--- src/rtl/player_draw_pkg.sv ---
// Shared types and constants for the player sprite redraw engine.
`timescale 1ns/1ps
package player_draw_pkg;

  typedef enum logic [1:0] {
    ST_IDLE  = 2'd0,
    ST_ERASE = 2'd1,
    ST_DRAW  = 2'd2
  } draw_state_e;

  localparam int SCREEN_W = 160;
  localparam int SCREEN_H = 120;
  localparam int CNT_W    = 4;

  localparam logic [2:0] COLOUR_BLACK = 3'b000;
  localparam logic [2:0] COLOUR_RED   = 3'b100;

endpackage

--- src/rtl/sprite_scan.sv ---
// Row-major column/row scanner over a SPRITE_W x SPRITE_H box; exposes next-cycle counts
// so the caller can register pixel coordinates in step with the counters.
`timescale 1ns/1ps
module sprite_scan
  import player_draw_pkg::*;
#(
  parameter int SPRITE_W = 8,
  parameter int SPRITE_H = 10
) (
  input  logic             clock,
  input  logic             reset,
  input  logic             start,
  input  logic             advance,
  output logic [CNT_W-1:0] nxt_col,
  output logic [CNT_W-1:0] nxt_row,
  output logic             last
);

  localparam logic [CNT_W-1:0] COL_LAST = CNT_W'(SPRITE_W - 1);
  localparam logic [CNT_W-1:0] ROW_LAST = CNT_W'(SPRITE_H - 1);

  logic [CNT_W-1:0] col_q, col_d;
  logic [CNT_W-1:0] row_q, row_d;

  always_comb begin
    col_d = col_q;
    row_d = row_q;
    if (start) begin
      col_d = '0;
      row_d = '0;
    end else if (advance) begin
      if (col_q == COL_LAST) begin
        col_d = '0;
        row_d = row_q + 4'd1;
      end else begin
        col_d = col_q + 4'd1;
        row_d = row_q;
      end
    end else begin
      col_d = col_q;
      row_d = row_q;
    end
  end

  always_ff @(posedge clock) begin
    if (reset) begin
      col_q <= '0;
      row_q <= '0;
    end else begin
      col_q <= col_d;
      row_q <= row_d;
    end
  end

  assign nxt_col = col_d;
  assign nxt_row = row_d;
  assign last    = (col_q == COL_LAST) && (row_q == ROW_LAST);

endmodule

--- src/rtl/player_draw.sv ---
// Per-frame player sprite redraw: erase the old box, then draw the new one, one pixel per cycle.
// Optional off-screen clipping is enabled with the PLAYER_DRAW_CLIP_EN macro.
`timescale 1ns/1ps
module player_draw
  import player_draw_pkg::*;
#(
  parameter int         SPRITE_W  = 8,
  parameter int         SPRITE_H  = 10,
  parameter logic [2:0] FG_COLOUR = 3'b100,
  parameter logic [2:0] BG_COLOUR = 3'b000
) (
  input  logic       clock,
  input  logic       reset,
  input  logic       frameEn,
  input  logic [7:0] posX,
  input  logic [6:0] posY,
  output logic [7:0] vgaX,
  output logic [6:0] vgaY,
  output logic [2:0] vgaColour,
  output logic       plot,
  output logic       busy
);

  draw_state_e state_q, state_d;
  logic       prev_valid_q, prev_valid_d;
  logic [7:0] prev_x_q, prev_x_d, new_x_q, new_x_d, vga_x_q, vga_x_d;
  logic [6:0] prev_y_q, prev_y_d, new_y_q, new_y_d, vga_y_q, vga_y_d;
  logic [2:0] colour_q, colour_d;
  logic       plot_q, plot_d, busy_q, busy_d;

  logic             scan_start, scan_adv, scan_last, pix_on;
  logic [CNT_W-1:0] nxt_col, nxt_row;
  logic [7:0]       base_x;
  logic [6:0]       base_y;
`ifdef PLAYER_DRAW_CLIP_EN
  logic [8:0]       sum_x;
  logic [7:0]       sum_y;
`else
  logic [7:0]       sum_x;
  logic [6:0]       sum_y;
`endif

  sprite_scan #(.SPRITE_W(SPRITE_W), .SPRITE_H(SPRITE_H)) u_scan (
    .clock   (clock),
    .reset   (reset),
    .start   (scan_start),
    .advance (scan_adv),
    .nxt_col (nxt_col),
    .nxt_row (nxt_row),
    .last    (scan_last)
  );

  // Outputs are computed for the pixel the counters move to, so they line up after the edge.
  always_comb begin
    state_d      = state_q;
    prev_valid_d = prev_valid_q;
    prev_x_d     = prev_x_q;
    prev_y_d     = prev_y_q;
    new_x_d      = new_x_q;
    new_y_d      = new_y_q;
    colour_d     = colour_q;
    scan_start   = 1'b0;
    scan_adv     = 1'b0;
    pix_on       = 1'b0;
    base_x       = new_x_q;
    base_y       = new_y_q;
    case (state_q)
      ST_IDLE: begin
        if (frameEn) begin
          new_x_d    = posX;
          new_y_d    = posY;
          scan_start = 1'b1;
          pix_on     = 1'b1;
          if (prev_valid_q) begin
            state_d  = ST_ERASE;
            base_x   = prev_x_q;
            base_y   = prev_y_q;
            colour_d = BG_COLOUR;
          end else begin
            state_d  = ST_DRAW;
            base_x   = posX;
            base_y   = posY;
            colour_d = FG_COLOUR;
          end
        end else begin
          state_d = ST_IDLE;
        end
      end
      ST_ERASE: begin
        pix_on = 1'b1;
        if (scan_last) begin
          state_d    = ST_DRAW;
          scan_start = 1'b1;
          colour_d   = FG_COLOUR;
        end else begin
          scan_adv = 1'b1;
          base_x   = prev_x_q;
          base_y   = prev_y_q;
          colour_d = BG_COLOUR;
        end
      end
      ST_DRAW: begin
        if (scan_last) begin
          state_d      = ST_IDLE;
          scan_start   = 1'b1;
          prev_x_d     = new_x_q;
          prev_y_d     = new_y_q;
          prev_valid_d = 1'b1;
        end else begin
          scan_adv = 1'b1;
          pix_on   = 1'b1;
          colour_d = FG_COLOUR;
        end
      end
      default: begin
        state_d = ST_IDLE;
      end
    endcase

`ifdef PLAYER_DRAW_CLIP_EN
    sum_x = {1'b0, base_x} + {5'd0, nxt_col};
    sum_y = {1'b0, base_y} + {4'd0, nxt_row};
`else
    sum_x = base_x + {4'd0, nxt_col};
    sum_y = base_y + {3'd0, nxt_row};
`endif

    if (pix_on) begin
      vga_x_d = sum_x[7:0];
      vga_y_d = sum_y[6:0];
      busy_d  = 1'b1;
`ifdef PLAYER_DRAW_CLIP_EN
      plot_d  = (sum_x <= 9'(SCREEN_W - 1)) && (sum_y <= 8'(SCREEN_H - 1));
`else
      plot_d  = 1'b1;
`endif
    end else begin
      vga_x_d = vga_x_q;
      vga_y_d = vga_y_q;
      busy_d  = 1'b0;
      plot_d  = 1'b0;
    end
  end

  // State and registered outputs.
  always_ff @(posedge clock) begin
    if (reset) begin
      state_q      <= ST_IDLE;
      prev_valid_q <= 1'b0;
      prev_x_q     <= 8'd0;
      prev_y_q     <= 7'd0;
      new_x_q      <= 8'd0;
      new_y_q      <= 7'd0;
      vga_x_q      <= 8'd0;
      vga_y_q      <= 7'd0;
      colour_q     <= BG_COLOUR;
      plot_q       <= 1'b0;
      busy_q       <= 1'b0;
    end else begin
      state_q      <= state_d;
      prev_valid_q <= prev_valid_d;
      prev_x_q     <= prev_x_d;
      prev_y_q     <= prev_y_d;
      new_x_q      <= new_x_d;
      new_y_q      <= new_y_d;
      vga_x_q      <= vga_x_d;
      vga_y_q      <= vga_y_d;
      colour_q     <= colour_d;
      plot_q       <= plot_d;
      busy_q       <= busy_d;
    end
  end

  assign vgaX      = vga_x_q;
  assign vgaY      = vga_y_q;
  assign vgaColour = colour_q;
  assign plot      = plot_q;
  assign busy      = busy_q;

endmodule

--- config.mk ---
export PLATFORM = sky130hd
export DESIGN_NAME = player_draw
export DESIGN_NICKNAME = d
export VERILOG_FILES = /design/src/rtl/player_draw_pkg.sv /design/src/rtl/sprite_scan.sv /design/src/rtl/player_draw.sv
export SDC_FILE = /design/constraint.sdc
export NUM_CORES = 1
export LEC_CHECK = 0
export ABC_AREA = 1
export CAP_MARGIN = 20
export CORE_UTILIZATION = 40
export CTS_CLUSTER_SIZE = 30
export DETAILED_ROUTE_END_ITERATION = 16
export HOLD_SLACK_MARGIN = 0.02
export PLACE_DENSITY = 0.61
export SLEW_MARGIN = 20
export SYNTH_ARGS = -nofsm -noshare
export SYNTH_HDL_FRONTEND = slang
export SYNTH_SLANG_ARGS = --single-unit
--- constraint.sdc ---
create_clock -name clock -period 2.7 [get_ports clock]
set_input_delay 0.405 -clock clock [delete_from_list [all_inputs] [get_ports clock]]
set_output_delay 0.405 -clock clock [all_outputs]
set_load 0.1 [all_outputs]
==> results of run 1 <==
-- worst paths after layout --
check,startpoint,end,slack (ns),depth (start not counted)
min reg2reg,prev_x_q[2]$_SDFFE_PP0P_,prev_x_q[2]$_SDFFE_PP0P_,0.46,2
min,prev_x_q[2]$_SDFFE_PP0P_,prev_x_q[2]$_SDFFE_PP0P_,0.46,2
max,u_scan.col_q[0]$_SDFF_PP0_,vgaX[4]$_SDFFE_PP0P_,0.06,17
max reg2reg,u_scan.col_q[0]$_SDFF_PP0_,vgaX[4]$_SDFFE_PP0P_,0.06,17
-- area by class of cell --
type                       instances  area share, %
inverter                          56          4.892
timing repair buffer              99          18.62
multi-input combinational        303          42.47
clock buffer                       9          2.849
sequential                        58          26.85
tap                              102          2.935
clock inverter                     7          1.381
-- logic make-up after synthesis --
kind of cell / count (synthesis) / share of synthesized area [%]
compound gates: 109 / 20.47
simple gates: 164 / 23.07
fa+ha+maj: 17 / 7.057
mux: 1 / 0.3102
flops: 58 / 35.98
xor+xnor: 10 / 2.714
other cells: 1 / 0.1162
buf+inv: 78 / 10.28
-- flip-flops by register name, indices dropped and copies added (netlist names) --
register      cells
prev_valid_q      1
new_y_q           7
vgaX              8
u_scan.row_q      4
u_scan.col_q      4
state_q           2
new_x_q           8
prev_y_q          7
busy              1
vgaY              7
prev_x_q          8
vgaColour         1
-- cells in the final DEF, fill, tap and decap left out, types with 3 or more instances in the layout --
cell type	instances
nand2_4	3
nand3_1	20
clkbuf_8	9
nand2_1	54
inv_2	5
xnor2_1	4
a21oi_2	6
nand3_2	4
buf_4	78
ha_2	3
clkdlybuf4s50_1	17
buf_6	3
a211oi_1	15
dfxtp_2	5
o211ai_1	7
a21oi_1	25
nand4_1	3
clkinv_2	6
nor2_1	55
nand3b_1	3
nor2_2	3
dfxtp_1	53
inv_1	50
ha_1	10
o21ai_1	5
o21ai_0	40
xor2_1	6
nor3_1	8
-- cell usage after synthesis, types with 4 or more instances --
master / number
dfxtp_1: 58
nor2_1: 57
nand2_1: 56
inv_1: 53
o21ai_0: 42
a21oi_1: 29
nand3_1: 22
a211oi_1: 15
ha_1: 15
clkbuf_1: 11
nor3_1: 9
o211ai_1: 7
xor2_1: 6
buf_4: 5
buf_2: 4
xnor2_1: 4
-- stage by stage --
| step | util [%] | power, µW | area, µm² |
|---|---|---|---|
| after floorplan | - | 2904 | 3244 |
| after global placement | 51.05 | 3670 | 3965 |
| after detailed placement | 51.05 | 3692 | 3965 |
| after CTS | 53.79 | 4498 | 4178 |
| after global routing | 55.98 | 4907 | 4348 |
| final | 55.98 | 4627 | 4348 |
-- routing by layer --
metal | part of all wire, % | wire (µm)
met4 | 1.9 | 170
met3 | 3.6 | 315
met5 | 0 | 0
met1 | 50 | 4423
met2 | 44 | 3903
-- worst min-delay path, delay by kind of cell, from the launching register on --
kind,cells,cell delay (ns)
flip-flops,1,0.31
AO/OA/AOI/OAI,1,0.06
buffers and inverters,1,0.05
-- where the power goes --
group          total (µW)  internal, µW  switching, µW
Sequential           1160          1040            115
Clock                 781           416            365
Combinational        2690           924           1760
Total                4630          2380           2240
-- timing repair --
item                       4_1_cts  5_1_grt
pin swaps                        1       10
gates resized for setup          9       26
setup buffers                    0        9
setup endpoints to repair        6        9
==> impl_metrics.yaml, run 1 <==
status:
  outcome: "completed"
place:
  dp_cells: 609
  place.port_buffers: 35
  dp_hpwl_mm: 6.360
  post-place-ws_ns: -0.2492
  gp_congestion: 0.8700
sta:
  timing.hold.ws_ns: 0.4553
  final-hold-violation-count: 0
  drv_slew: 0
  rsz0062_at_grt: "true"
  fin_crit_sh_pct: 97.76
  fin_skew_ns: 0.01021
  max_freq_ghz: 0.3789
  fin_crit_ns: 2.639
  worst_pin_slew_ns: 0.6234
  setup_viol_count_final: 0
  relSlewSlack_pct: 58.39
  setup_tns_ns: 0
  setup_ws_ns: 0.06059
cts:
  path_clk_slew_ns: 0.07
  ctsHoldBuffers: 0
  clock_latency_ns: 0.34
  cts_buffer_depth: 2
  cts_tree: "yes"
  htree_num_levels: 3
  cts_sinks: 58
  root_buffer: "clkbuf_8"
  cts_buffers: 9
logic_synthesis:
  synthFlopType: "dfxtp_1"
  syn_inst: 438
  synth_top_cell_by_area: "dfxtp_1"
  yosysWarnings: 0
  synth-edff-count: 0
  ys_ff_latch: 58
  synth_top_cells_by_area: "dfxtp_1 36%, nor2_1 6.6%, nand2_1 6.5%"
  ys_types: 42
  syn_avg_cell_area_um2: 7.367
  synth_area_um2: 3227
  synth-async-reset-ratio_pct: 0
  synth_top_area_share_pct: 35.98
  seq_area_frac_synth_pct: 35.98
layout:
  finalNonFillerCells: 634
  multi_input_area_um2: 1847
  n_antenna_cell: 0
  layout-drive-gt1-share_pct: 27.07
  fillers: 748
  nNetsFinal: 562
  area_growth_pct: 34.74
  final-seq-area_um2: 1167
pwr:
  leakage_uw: 0.001999
  peakVddDrop_mv: 0.3861
  p_per_area_nw_per_um2: 1064
worst_setup_path:
  crit_required_ns: 2.93
  cp_max_fo: 6
  critPathLaunchType: "register"
  crit_chain: "ha_4, nand2_4, nor2_4, nand2_4, inv_2, nand2_1, a21oi_4, nor2_1, ha_2, fa_2, nand2_1, nand2_1, a21oi_2, and3_1, o21ai_1, o211ai_1, inv_1"
  endpoint_kind: "register"
  critPathMostFrequentCell: "nand2_1"
  max_stage_delay_ns: 0.36
  arrival_ns: 2.87
  path_delay_family: "simple AND/OR/NAND/NOR gates"
  crit_type: "reg -> reg"
  cp_num_buf_inv: 2
  slowest_stage: "dfxtp_2"
global_route:
  grt_pass1_wl_mm: 14.06
  grt_max_degree: 30
  overflow: 0
  met1_usage_pct: 28.89
  met2_usage_pct: 34.65
  met3_usage_pct: 3.483
  grt_pass1_vias: 2930
  grt_use_total_pct: 21.59
  top_usage_layer: "met2"
  antenna_found_initial: 0
routing:
  avgViaCountPerCell: 5.016
  wire_per_inst_um: 13.90
  dr.pass1.iters: 5
  routed_wl_mm: 8.813
  drc_errors: 0
  ant_nets: 0
  first_iter_violations: 176
  vias: 3180
die:
  initial_core_util_pct: 41.54
  core_area_um2: 7767
  die_x_um: 91.82
  dieArea_um2: 8430
  die_y_um: 91.82
  num_rows: 32
  ioPinCount: 38
hold_path:
  hold_class: "reg -> reg"
job:
  cap_viol_max_count: 0
Power figures use the tool's default switching activity.
==> inputs of run 2 (changes only) <==
--- a/config.mk
+++ b/config.mk
@@ -7,11 +7,11 @@
 export LEC_CHECK = 0
 export ABC_AREA = 1
 export CAP_MARGIN = 20
-export CORE_UTILIZATION = 40
+export CORE_UTILIZATION = 51
 export CTS_CLUSTER_SIZE = 30
 export DETAILED_ROUTE_END_ITERATION = 16
 export HOLD_SLACK_MARGIN = 0.02
-export PLACE_DENSITY = 0.61
+export PLACE_DENSITY = 0.75
 export SLEW_MARGIN = 20
 export SYNTH_ARGS = -nofsm -noshare
 export SYNTH_HDL_FRONTEND = slang
==> run 2 against run 1 <==
Net effect: critical path depth is 2 higher; register-to-register slack worse by 0.05 ns; sequential power hardly changed; non-clock buffer count is 2 lower; final cell count is 4.6% lower; flip-flop and latch count stayed put; clock power is 4.6% higher; largest cell class unchanged; highest routed layer unchanged.
==> impl_metrics.yaml, run 2 (same netlist as run 1, synthesis figures left out) <==
worst_setup_path:
  critPathLaunchType: "register"
  r2r-end: "vgaY[6]$_SDFFE_PP0P_"
  rrSetupSlack_ns: 0.009
  crit_required_ns: 2.98
  arrival_ns: 2.97
  r2r_start: "u_scan.row_q[1]$_SDFF_PP0_"
  endpoint_kind: "register"
  crit_type: "reg -> reg"
  cp_max_fo: 5
  reg2reg_depth: 19
sta:
  worst_pin_slew_ns: 0.8337
  setup_viol_count_final: 0
  setup_ws_ns: 0.009004
  rsz0062_at_grt: "true"
  fin_skew_ns: 0.01330
  timing.hold.ws_ns: 0.4714
  relSlewSlack_pct: 44.36
  max_freq_ghz: 0.3716
  fin_crit_sh_pct: 99.67
  fin_crit_ns: 2.691
  drv_slew: 0
  final-hold-violation-count: 0
global_route:
  grt_pass1_vias: 3090
  grt_use_total_pct: 29.08
  antenna_found_initial: 0
  overflow: 0
  grt_pass1_wl_mm: 14.34
  grt_max_degree: 30
pwr:
  leakage_uw: 0.001963
  p_per_area_nw_per_um2: 1112
  peakVddDrop_mv: 0.9810
status:
  outcome: "completed"
cts:
  path_clk_slew_ns: 0.07
  ctsHoldBuffers: 0
  clock_latency_ns: 0.35
  root_buffer: "clkbuf_8"
  cts_tree: "yes"
  cts_buffers: 9
  cts_buffer_depth: 2
  cts_sinks: 58
  htree_num_levels: 3
routing:
  first_iter_violations: 222
  wire_per_inst_um: 15.42
  routed_wl_mm: 9.327
  avgViaCountPerCell: 5.499
  dr.pass1.iters: 5
  vias: 3327
  ant_nets: 0
  drc_errors: 0
place:
  dp_hpwl_mm: 6.158
  gp_congestion: 0.8912
  place.port_buffers: 35
  post-place-ws_ns: -0.2962
layout:
  area_growth_pct: 35.60
  mostFrequentLayoutCell: "buf_4"
  n_antenna_cell: 0
  nNetsFinal: 560
  fillers: 464
  mostFrequentLayoutCells: "76 x buf_4, 53 x nor2_1, 53 x dfxtp_1"
  layout-drive-gt1-share_pct: 29.06
hold_path:
  hold_class: "reg -> reg"
  hold_path_end: "prev_x_q[2]$_SDFFE_PP0P_"
  min_path_cells: 2
  hold_start: "prev_x_q[2]$_SDFFE_PP0P_"
die:
  core_area_um2: 6026
  dieArea_um2: 6650
  die_y_um: 81.55
  die_x_um: 81.55
  ioPinCount: 38
  initial_core_util_pct: 53.55
  num_rows: 28
job:
  cap_viol_max_count: 0
[run 2: timing repair]
action / in CTS / in global routing
gates resized for setup: 16 / 37
buffers inserted: 11 / 8
setup endpoints to repair: 7 / 10
pin swaps: 9 / 20
[run 2: report_power, final]
group,internal (µW),switching (µW),total [µW]
combinational,992,1890,2880
sequential,1040,124,1170
clock,448,369,817
[run 2: worst max path at each step]
stage                                from              endpoint  slack (ns)  depth (start not counted)
6_report       u_scan.row_q[1]$_SDFF_PP0_  vgaY[6]$_SDFFE_PP0P_       0.009                         19
2_1_floorplan  u_scan.row_q[1]$_SDFF_PP0_  vgaX[4]$_SDFFE_PP0P_       0.008                         20
5_1_grt        u_scan.row_q[1]$_SDFF_PP0_  vgaY[6]$_SDFFE_PP0P_       -0.15                         19
3_3_place_gp                      frameEn  vgaX[5]$_SDFFE_PP0P_       -0.18                         15
3_5_place_dp                      frameEn  vgaX[5]$_SDFFE_PP0P_       -0.30                         15
4_1_cts        u_scan.col_q[1]$_SDFF_PP0_  vgaX[4]$_SDFFE_PP0P_       0.002                         16
[run 2: critical path, cell delays in order (launching register included)]
cell,delay [ns]
dfxtp_2,0.34
inv_2,0.05
ha_4,0.15
inv_2,0.06
nor2_4,0.05
nand2_4,0.10
buf_6,0.12
a21oi_4,0.06
buf_4,0.14
buf_4,0.12
o211ai_1,0.23
ha_2,0.23
inv_1,0.05
fa_2,0.33
o21ai_1,0.12
buf_4,0.13
nand3_1,0.07
nand2_1,0.07
nand2_1,0.07
a21oi_2,0.11
[run 2: metal layers]
metal,global-route usage [%],vias to the layer above,share of wire (%)
li1,-,1621,-
met1,35.38,1557,44
met5,0,-,0
met4,13.39,0,3.0
met3,5.889,26,5.7
met2,49.00,123,47
[run 2: final cells by class]
class	instances	area [µm²]	share of cell area, %
Inverter	56	212.7	4.861
Tap cell	75	93.84	2.145
Sequential cell	58	1167	26.68
Timing Repair Buffer	97	788.3	18.02
Multi-Input combinational cell	303	1918	43.84
Clock buffer	11	141.4	3.231
Clock inverter	5	53.80	1.230
[run 2: metrics by stage]
step                instance area, µm²  instances  TNS, ns  power, µW  util [%]
floorplan                         3244        439        0       2904         -
global placement                  3841        570  -0.9635       3590     63.75
detailed placement                3841        570   -1.886       3649     63.75
CTS                               4188        597        0       4575     69.50
global route                      4375        605  -0.6416       5116     72.61
finish                            4375        605        0       4867     72.61
